### src/rtl/pipeline_ctrl_pkg.sv
// Shared pipeline definitions: FSM state encodings, register-index width
// and the hard-wired zero register index.
package pipeline_ctrl_pkg;

   localparam int REG_W = 5;

   localparam logic [REG_W-1:0] REG_ZERO = '0;

   typedef enum logic {
      ST_RUN      = 1'b0,
      ST_MEM_WAIT = 1'b1
   } state_t;

endpackage

### src/rtl/pipeline_ctrl_hazard_detect.sv
// Combinational load-use comparator; also usable by the forwarding unit.
// Register zero never produces a hazard.
module hazard_detect
   import pipeline_ctrl_pkg::*;
#(
   parameter int REG_W = pipeline_ctrl_pkg::REG_W
) (
   input  logic             ex_memread,
   input  logic [REG_W-1:0] ex_rt,
   input  logic [REG_W-1:0] id_rs,
   input  logic [REG_W-1:0] id_rt,
   output logic             lu
);

   logic hit;

   assign hit = (ex_rt == id_rs) || (ex_rt == id_rt);
   assign lu  = ex_memread && (ex_rt != REG_W'(REG_ZERO)) && hit;

endmodule

### src/rtl/pipeline_ctrl.sv
// Hazard/stall controller: Mealy pipeline controls, memory-wait FSM, watchdog.
// Optional perf counters under PIPELINE_CTRL_PERF_EN.
module pipeline_ctrl
   import pipeline_ctrl_pkg::*;
#(
   parameter int REG_W       = pipeline_ctrl_pkg::REG_W,
   parameter int WAIT_W      = 8,
   parameter int MEM_TIMEOUT = 200
) (
   input  logic             clk_i,
   input  logic             rst_i,
   input  logic [REG_W-1:0] id_rs_i,
   input  logic [REG_W-1:0] id_rt_i,
   input  logic             ex_memread_i,
   input  logic [REG_W-1:0] ex_rt_i,
   input  logic             id_branch_taken_i,
   input  logic             mem_req_i,
   input  logic             mem_ready_i,
   output logic             pc_write_o,
   output logic             ifid_hazard_o,
   output logic             ifid_flush_o,
   output logic             idex_bubble_o,
   output logic             pipe_freeze_o,
   output logic             mem_timeout_o,
   output logic             state_o
`ifdef PIPELINE_CTRL_PERF_EN
   ,
   output logic [31:0]      stall_cnt_o,
   output logic [31:0]      flush_cnt_o
`endif
);

   state_t            state;
   logic [WAIT_W-1:0] wait_cnt;
   logic              timeout;
   logic              lu;
   logic              ms;
   logic              freeze;

   hazard_detect #(.REG_W(REG_W)) u_hazard (
      .ex_memread (ex_memread_i),
      .ex_rt      (ex_rt_i),
      .id_rs      (id_rs_i),
      .id_rt      (id_rt_i),
      .lu         (lu)
   );

   assign ms = mem_req_i && !mem_ready_i;

   // In MEM_WAIT the ready cycle already releases the pipeline.
   assign freeze = (state == ST_MEM_WAIT) ? !mem_ready_i : ms;

   always_comb begin
      pc_write_o    = 1'b1;
      ifid_hazard_o = 1'b0;
      ifid_flush_o  = 1'b0;
      idex_bubble_o = 1'b0;
      pipe_freeze_o = 1'b0;
      priority case (1'b1)
         rst_i: begin
            pc_write_o   = 1'b0;
            ifid_flush_o = 1'b1;
         end
         freeze: begin
            pc_write_o    = 1'b0;
            ifid_hazard_o = 1'b1;
            pipe_freeze_o = 1'b1;
         end
         lu: begin
            pc_write_o    = 1'b0;
            ifid_hazard_o = 1'b1;
            idex_bubble_o = 1'b1;
         end
         id_branch_taken_i: begin
            ifid_flush_o = 1'b1;
         end
         default: ;
      endcase
   end

   always_ff @(posedge clk_i) begin
      if (rst_i) begin
         state    <= ST_RUN;
         wait_cnt <= '0;
         timeout  <= 1'b0;
      end else begin
         unique case (state)
            ST_RUN: begin
               wait_cnt <= '0;
               if (ms) state <= ST_MEM_WAIT;
            end
            ST_MEM_WAIT: begin
               if (wait_cnt != '1) wait_cnt <= wait_cnt + 1'b1;
               if (wait_cnt == WAIT_W'(MEM_TIMEOUT)) timeout <= 1'b1;
               if (mem_ready_i) state <= ST_RUN;
            end
            default: state <= ST_RUN;
         endcase
      end
   end

   assign mem_timeout_o = timeout;
   assign state_o       = state;

`ifdef PIPELINE_CTRL_PERF_EN
   logic [31:0] stall_cnt;
   logic [31:0] flush_cnt;

   // Freeze and load-use both raise the IF/ID hold; reset forces it low.
   always_ff @(posedge clk_i) begin
      if (rst_i) begin
         stall_cnt <= '0;
         flush_cnt <= '0;
      end else begin
         if (ifid_hazard_o) stall_cnt <= stall_cnt + 32'd1;
         if (ifid_flush_o)  flush_cnt <= flush_cnt + 32'd1;
      end
   end

   assign stall_cnt_o = stall_cnt;
   assign flush_cnt_o = flush_cnt;
`endif

endmodule

### config.mk
export PLATFORM = sky130hd
export DESIGN_NAME = pipeline_ctrl
export DESIGN_NICKNAME = d
export VERILOG_FILES = /design/src/rtl/pipeline_ctrl_pkg.sv /design/src/rtl/pipeline_ctrl_hazard_detect.sv /design/src/rtl/pipeline_ctrl.sv
export SDC_FILE = /design/constraint.sdc
export NUM_CORES = 1
export LEC_CHECK = 0
export ABC_AREA = 1
export CAP_MARGIN = 30
export CORE_MARGIN = 2
export CORE_UTILIZATION = 38
export CTS_CLUSTER_SIZE = 25
export DETAILED_ROUTE_END_ITERATION = 8
export GPL_ROUTABILITY_DRIVEN = 0
export PLACE_DENSITY = 0.74
export SKIP_CTS_REPAIR_TIMING = 1
export SYNTH_ARGS = -nofsm -noshare
export SYNTH_HDL_FRONTEND = slang
export SYNTH_SLANG_ARGS = --single-unit
### constraint.sdc
create_clock -name clk_i -period 1.3 [get_ports clk_i]
set_clock_uncertainty 0.05 [all_clocks]
set_input_delay 0.13 -clock clk_i [delete_from_list [all_inputs] [get_ports clk_i]]
set_output_delay 0.13 -clock clk_i [all_outputs]
set_load 0.01 [all_outputs]
* Word level (Yosys, flattened, before mapping)
Cells that the tools add are included.
** Word-level totals
- Flip-flop bits (word level) :: 10
- Bits of input ports :: 21
** Operators by class
- Add/subtract/negate cells :: 1
- Equality and inequality tests :: 5
- Muxes and demuxes :: 20
- Bitwise gates (word level) :: 1
- Reductions and logical operators :: 7
** Operators by type and width (number)
- $mux W1 :: 17
- $pmux W8 S2 :: 1
- $eq A5 B5 Y1 :: 2
- $add A8 B1 Y8 const B :: 1
- $eq A8 B8 Y1 const B :: 1
- $mux W8 :: 1
- $ne A8 B8 Y1 const B :: 1
- $reduce_bool A5 Y1 :: 1
- $logic_and A1 B1 Y1 :: 3
- $ne A2 B1 Y1 const B :: 1
- $pmux W1 S2 :: 1
- $reduce_and A2 Y1 :: 1
- $logic_not A1 Y1 :: 1
- $logic_or A1 B1 Y1 :: 1
- $not A1 Y1 :: 1

* Logic depth before layout (Yosys ltp)
- Depth after elaboration :: 6
- Mapped depth :: 9

* Hierarchy
Synthesis repeated with hierarchy kept, for this count alone.
** Unflattened totals
- Cells, all modules :: 128
- Area total of the unflattened synthesis :: 770.7 µm²
** Modules (own cells, without submodules)
- pipeline_ctrl :: times used 1, cells an instance 83, area each 575.6 µm²
- hazard_detect :: times used 1, cells an instance 45, area each 195.2 µm²

* Least setup slack after synthesis
OpenSTA, ideal clock, no wires.
- Path kind :: flip-flop to flip-flop
- Start point :: register wait_cnt[0]
- End point :: register wait_cnt[3]
- Library setup time :: 0.070 ns
- Arrival :: 1.122 ns
- Required time :: 1.180 ns
- Setup slack :: 0.058 ns
- Cell stages (with the launch flop) :: 8
- Path buffers :: 0
- Clock period less this slack :: 1.242 ns
- Path through :: dfxtp_1 > ha_1 > nand2_2 > nor2_4 > nand3_4 > o21bai_1 > o21ai_1 > a21oi_1
** On the way
- Word-level cells in the longest chain between the ends :: 3
- Elaborated cells on any way between the ends :: 5
- Those cells by class :: add/sub: 1; eq/ne: 2; mux: 2
** Ends and longest elaborated chain
- start: declaration :: line pipeline_ctrl.sv:34 : logic [WAIT_W-1:0] wait_cnt;
- start signal: assignment :: line pipeline_ctrl.sv:93 : if (wait_cnt != '1) wait_cnt <= wait_cnt + 1'b1;
- $add A8 B1 Y8 :: line pipeline_ctrl.sv:93
- $mux W8 :: line pipeline_ctrl.sv:93
- $pmux W8 S2 :: line pipeline_ctrl.sv:87 : unique case (state)
Parallel ways exist; a longest one is shown, timed or not. The select of a mux whose other input is x is not followed.
A chain may end at the register's enable or synchronous reset.

* Worst setup path after layout
- Start point :: register wait_cnt[1]
- End point :: register wait_cnt[4]
The elaborated chain is that of the path after synthesis.

==> out/results.tsv <==
stage	metric	value	unit
run_status	status	finished with violations	
run_status	violations	setup timing	
global_route	grt_max_degree	7	
clocking	cts_buffers	3	
layout	nNetsFinal	184	
layout	drive_above_1_share	32.5	%
layout	area_growth	68.9	%
logic_synthesis	netlist_area	719	um^2
worst_hold_path	hold_path_startpoint	mem_req_i	
global_route	grt-ovfl-total	0	
floorplanning	start_util	41.2	%
pwr	clkPwrFrac	36.9	%
pwr	swShare	25.8	%
critical_path	path_common_cell	nor2_4	
logic_synthesis	synth.top_cell.area_share	27.8	%
sta	slew_headroom	81.8	%
critical_path	reg2reg_setup_slack	-0.01	ns
route	vias_per_cell	4.72	
worst_hold_path	min_path_type	input pin to flip-flop	
critical_path	worstPathArrival	1.46	ns
global_route	grt_pass1_vias	740	
global_route	grt_pass1_wl	2760	um
logic_synthesis	synth_fp_nets	140	
sta	fmax	763	MHz
clocking	cts_root_buf	clkbuf_4	
place	dpl.hpwl	1440	um
pwr	power.internal	575	uW
critical_path	cp_slowest_cell	dfxtp_2	
critical_path	crit_chain	ha_4, nand2_4, nor2_4, nand3_4, nor2_4, inv_2, a211oi_2	
place	port_buffers	27	
floorplanning	fp.dieW	47.5	um
floorplanning	fp.dieH	47.5	um
critical_path	reg2reg_from	wait_cnt[1]	
critical_path	crit_path_max_incr_delay	0.36	ns
critical_path	worstPathMaxFanout	6	
pwr	p_leak	0.694	nW
sta	maxSlewViolCount	0	
floorplanning	num_io_pins	28	
clocking	cts_tree	yes	
sta	rsz0062_at_grt	true	
run	drv_cap	0	
critical_path	r2r_cells	7	
clocking	h-tree-depth	1	
clocking	clk_pin_slew	0.07	ns
worst_hold_path	min_path_cells	4	
layout	antenna_cells	0	
logic_synthesis	synth-seq-cells	10	
sta	worstMarginPinSlew	0.270	ns
logic_synthesis	yosys_warnings	0	
pwr	ir_worst_vdd	449	uV
clocking	clk_latency	0.27	ns
pwr	powerDensity	638	mW/mm^2
floorplanning	rows	15	
pwr	power_frac_seq	40.2	%
global_route	antenna_found_initial	0	
sta	final-setup-viol-count	1	
logic_synthesis	synth_largest_area_cell	dfxtp_1	
critical_path	regToRegEndpoint	wait_cnt[4]	
route	vias	874	
route	drtIter0Drc	12	
critical_path	start_kind	flip-flop	
logic_synthesis	yosysSeqAreaShare	27.8	%
sta	fin_crit_sh	101	%
logic_synthesis	synth_area_leaders	dfxtp_1, nand2_1, inv_1	
floorplanning	core	0.00175	mm^2
critical_path	critical_path_required	1.45	ns
global_route	grt_util_all_layers	17.3	%
logic_synthesis	ys_types	22	
layout	final_common_cell	nand2_1	
critical_path	critPathKind	flip-flop to flip-flop	
critical_path	worst_setup_path_end_kind	flip-flop	
layout	fin_util	69.6	%
sta	timing_hold_violations_final	0	
route	antenna_left	0	
route	drc	0	
clocking	cts_buffer_depth	2	
sta	setup_ws	-0.0106	ns
sta	whs	0.285	ns
sta	post-route-min-period	1.31	ns
floorplanning	die-area	0.00226	mm^2
clocking	clock-sinks	10	
logic_synthesis	netlist_instances	117	
pwr	switchingPower	200	uW
worst_hold_path	holdPathEnd	state_o	
layout	nFillCells	146	
logic_synthesis	synth_area_per_cell	6.15	um^2
layout	final_cell_mix	nand2_1, inv_1, dlymetal6s2s_1, nor2_1, buf_4	
route	wl_per_cell	10.1	um
pwr	p_comb_share	22.9	%
route	drt_wl_total	1860	um
route	drtPass1Iterations	4	
worst max path at each step:
stage	from	to	depth (start not counted)
finish	wait_cnt[1]	wait_cnt[4]	7
global route	wait_cnt[1]	wait_cnt[3]	7
CTS	ex_rt_i[4]	ifid_hazard_o	10
detailed placement	ex_rt_i[4]	ifid_hazard_o	10
global placement	ex_rt_i[4]	ifid_hazard_o	10
floorplan	wait_cnt[0]	wait_cnt[3]	7
cells by family (layout without fill, tap and decap cells):
logic type                 count (synthesis)  after routing  share of synthesized area [%]
and+or+nand+nor                           58             58                           36.9
adders and majority gates                  2              2                           3.48
xor gates and xnor gates                   3              3                           3.65
AOI/OAI and AO/OA                         18             18                           14.6
buffers and inverters                     26             69                           13.6
DFF                                       10             10                           27.8
final cells by class:
| type | count | area, um^2 | area share, % |
|---|---|---|---|
| sequential | 10 | 205 | 16.9 |
| inverter | 26 | 97.6 | 8.03 |
| multi-input combinational | 81 | 499 | 41.1 |
| tap | 25 | 31.3 | 2.57 |
| clock buffer | 4 | 36.3 | 2.99 |
| timing repair buffer | 39 | 345 | 28.4 |
sequential cells by signal, indices dropped and copies added (netlist names):
signal	count
wait_cnt	8
state_o	1
mem_timeout_o	1
power groups by stage:
stage	registers [mW]	logic (mW)	clock network, mW
floorplan	0.318	0.0629	0
global placement	0.317	0.175	0
detailed placement	0.317	0.178	0
CTS	0.310	0.178	0.286
global route	0.312	0.196	0.309
finish	0.312	0.178	0.286
critical path: cells and delay by family, from the launching register on:
family | cells | cell delay, ns
AO/OA/AOI/OAI | 1 | 0.15
adder cells (fa/ha/maj) | 1 | 0.15
buffers and inverters | 1 | 0.05
flip-flops | 1 | 0.36
AND/OR/NAND/NOR | 4 | 0.49
Yosys cell counts:
master,count
xor2_1,1
a211oi_2,1
nor2_4,2
nor3_1,2
nand4_1,2
o21bai_1,2
nor4_1,1
nor2_1,16
ha_1,2
xnor2_1,2
o21ai_1,1
a31oi_1,1
nand3_4,1
nand2_2,1
inv_1,24
o21ai_0,5
nand3_1,5
inv_2,2
dfxtp_1,10
nand2_1,28
o22ai_1,1
a21oi_1,7
through the flow:
step | setup WS (ns) | TNS [ns] | cell area [um^2] | total power, mW | cells
after floorplan | 0.0583 | 0 | 719 | 0.381 | 117
after global placement | -0.731 | -3.12 | 1100 | 0.492 | 179
after detailed placement | -0.737 | -3.30 | 1100 | 0.495 | 179
after CTS | -0.744 | -3.49 | 1130 | 0.775 | 183
after global routing | -0.0743 | -0.316 | 1210 | 0.817 | 185
final | -0.0106 | -0.0106 | 1210 | 0.776 | 185
layer usage:
metal | up-vias | share of wire (%) | GRT usage, % | routed length (um)
met5 | - | 0 | 0 | 0
met4 | 0 | 2.4 | 10.0 | 44
met3 | 4 | 4.0 | 2.26 | 75
met2 | 24 | 50 | 31.6 | 928
met1 | 397 | 44 | 18.9 | 812
li1 | 449 | - | - | -
(Power assumes the default switching activity.)
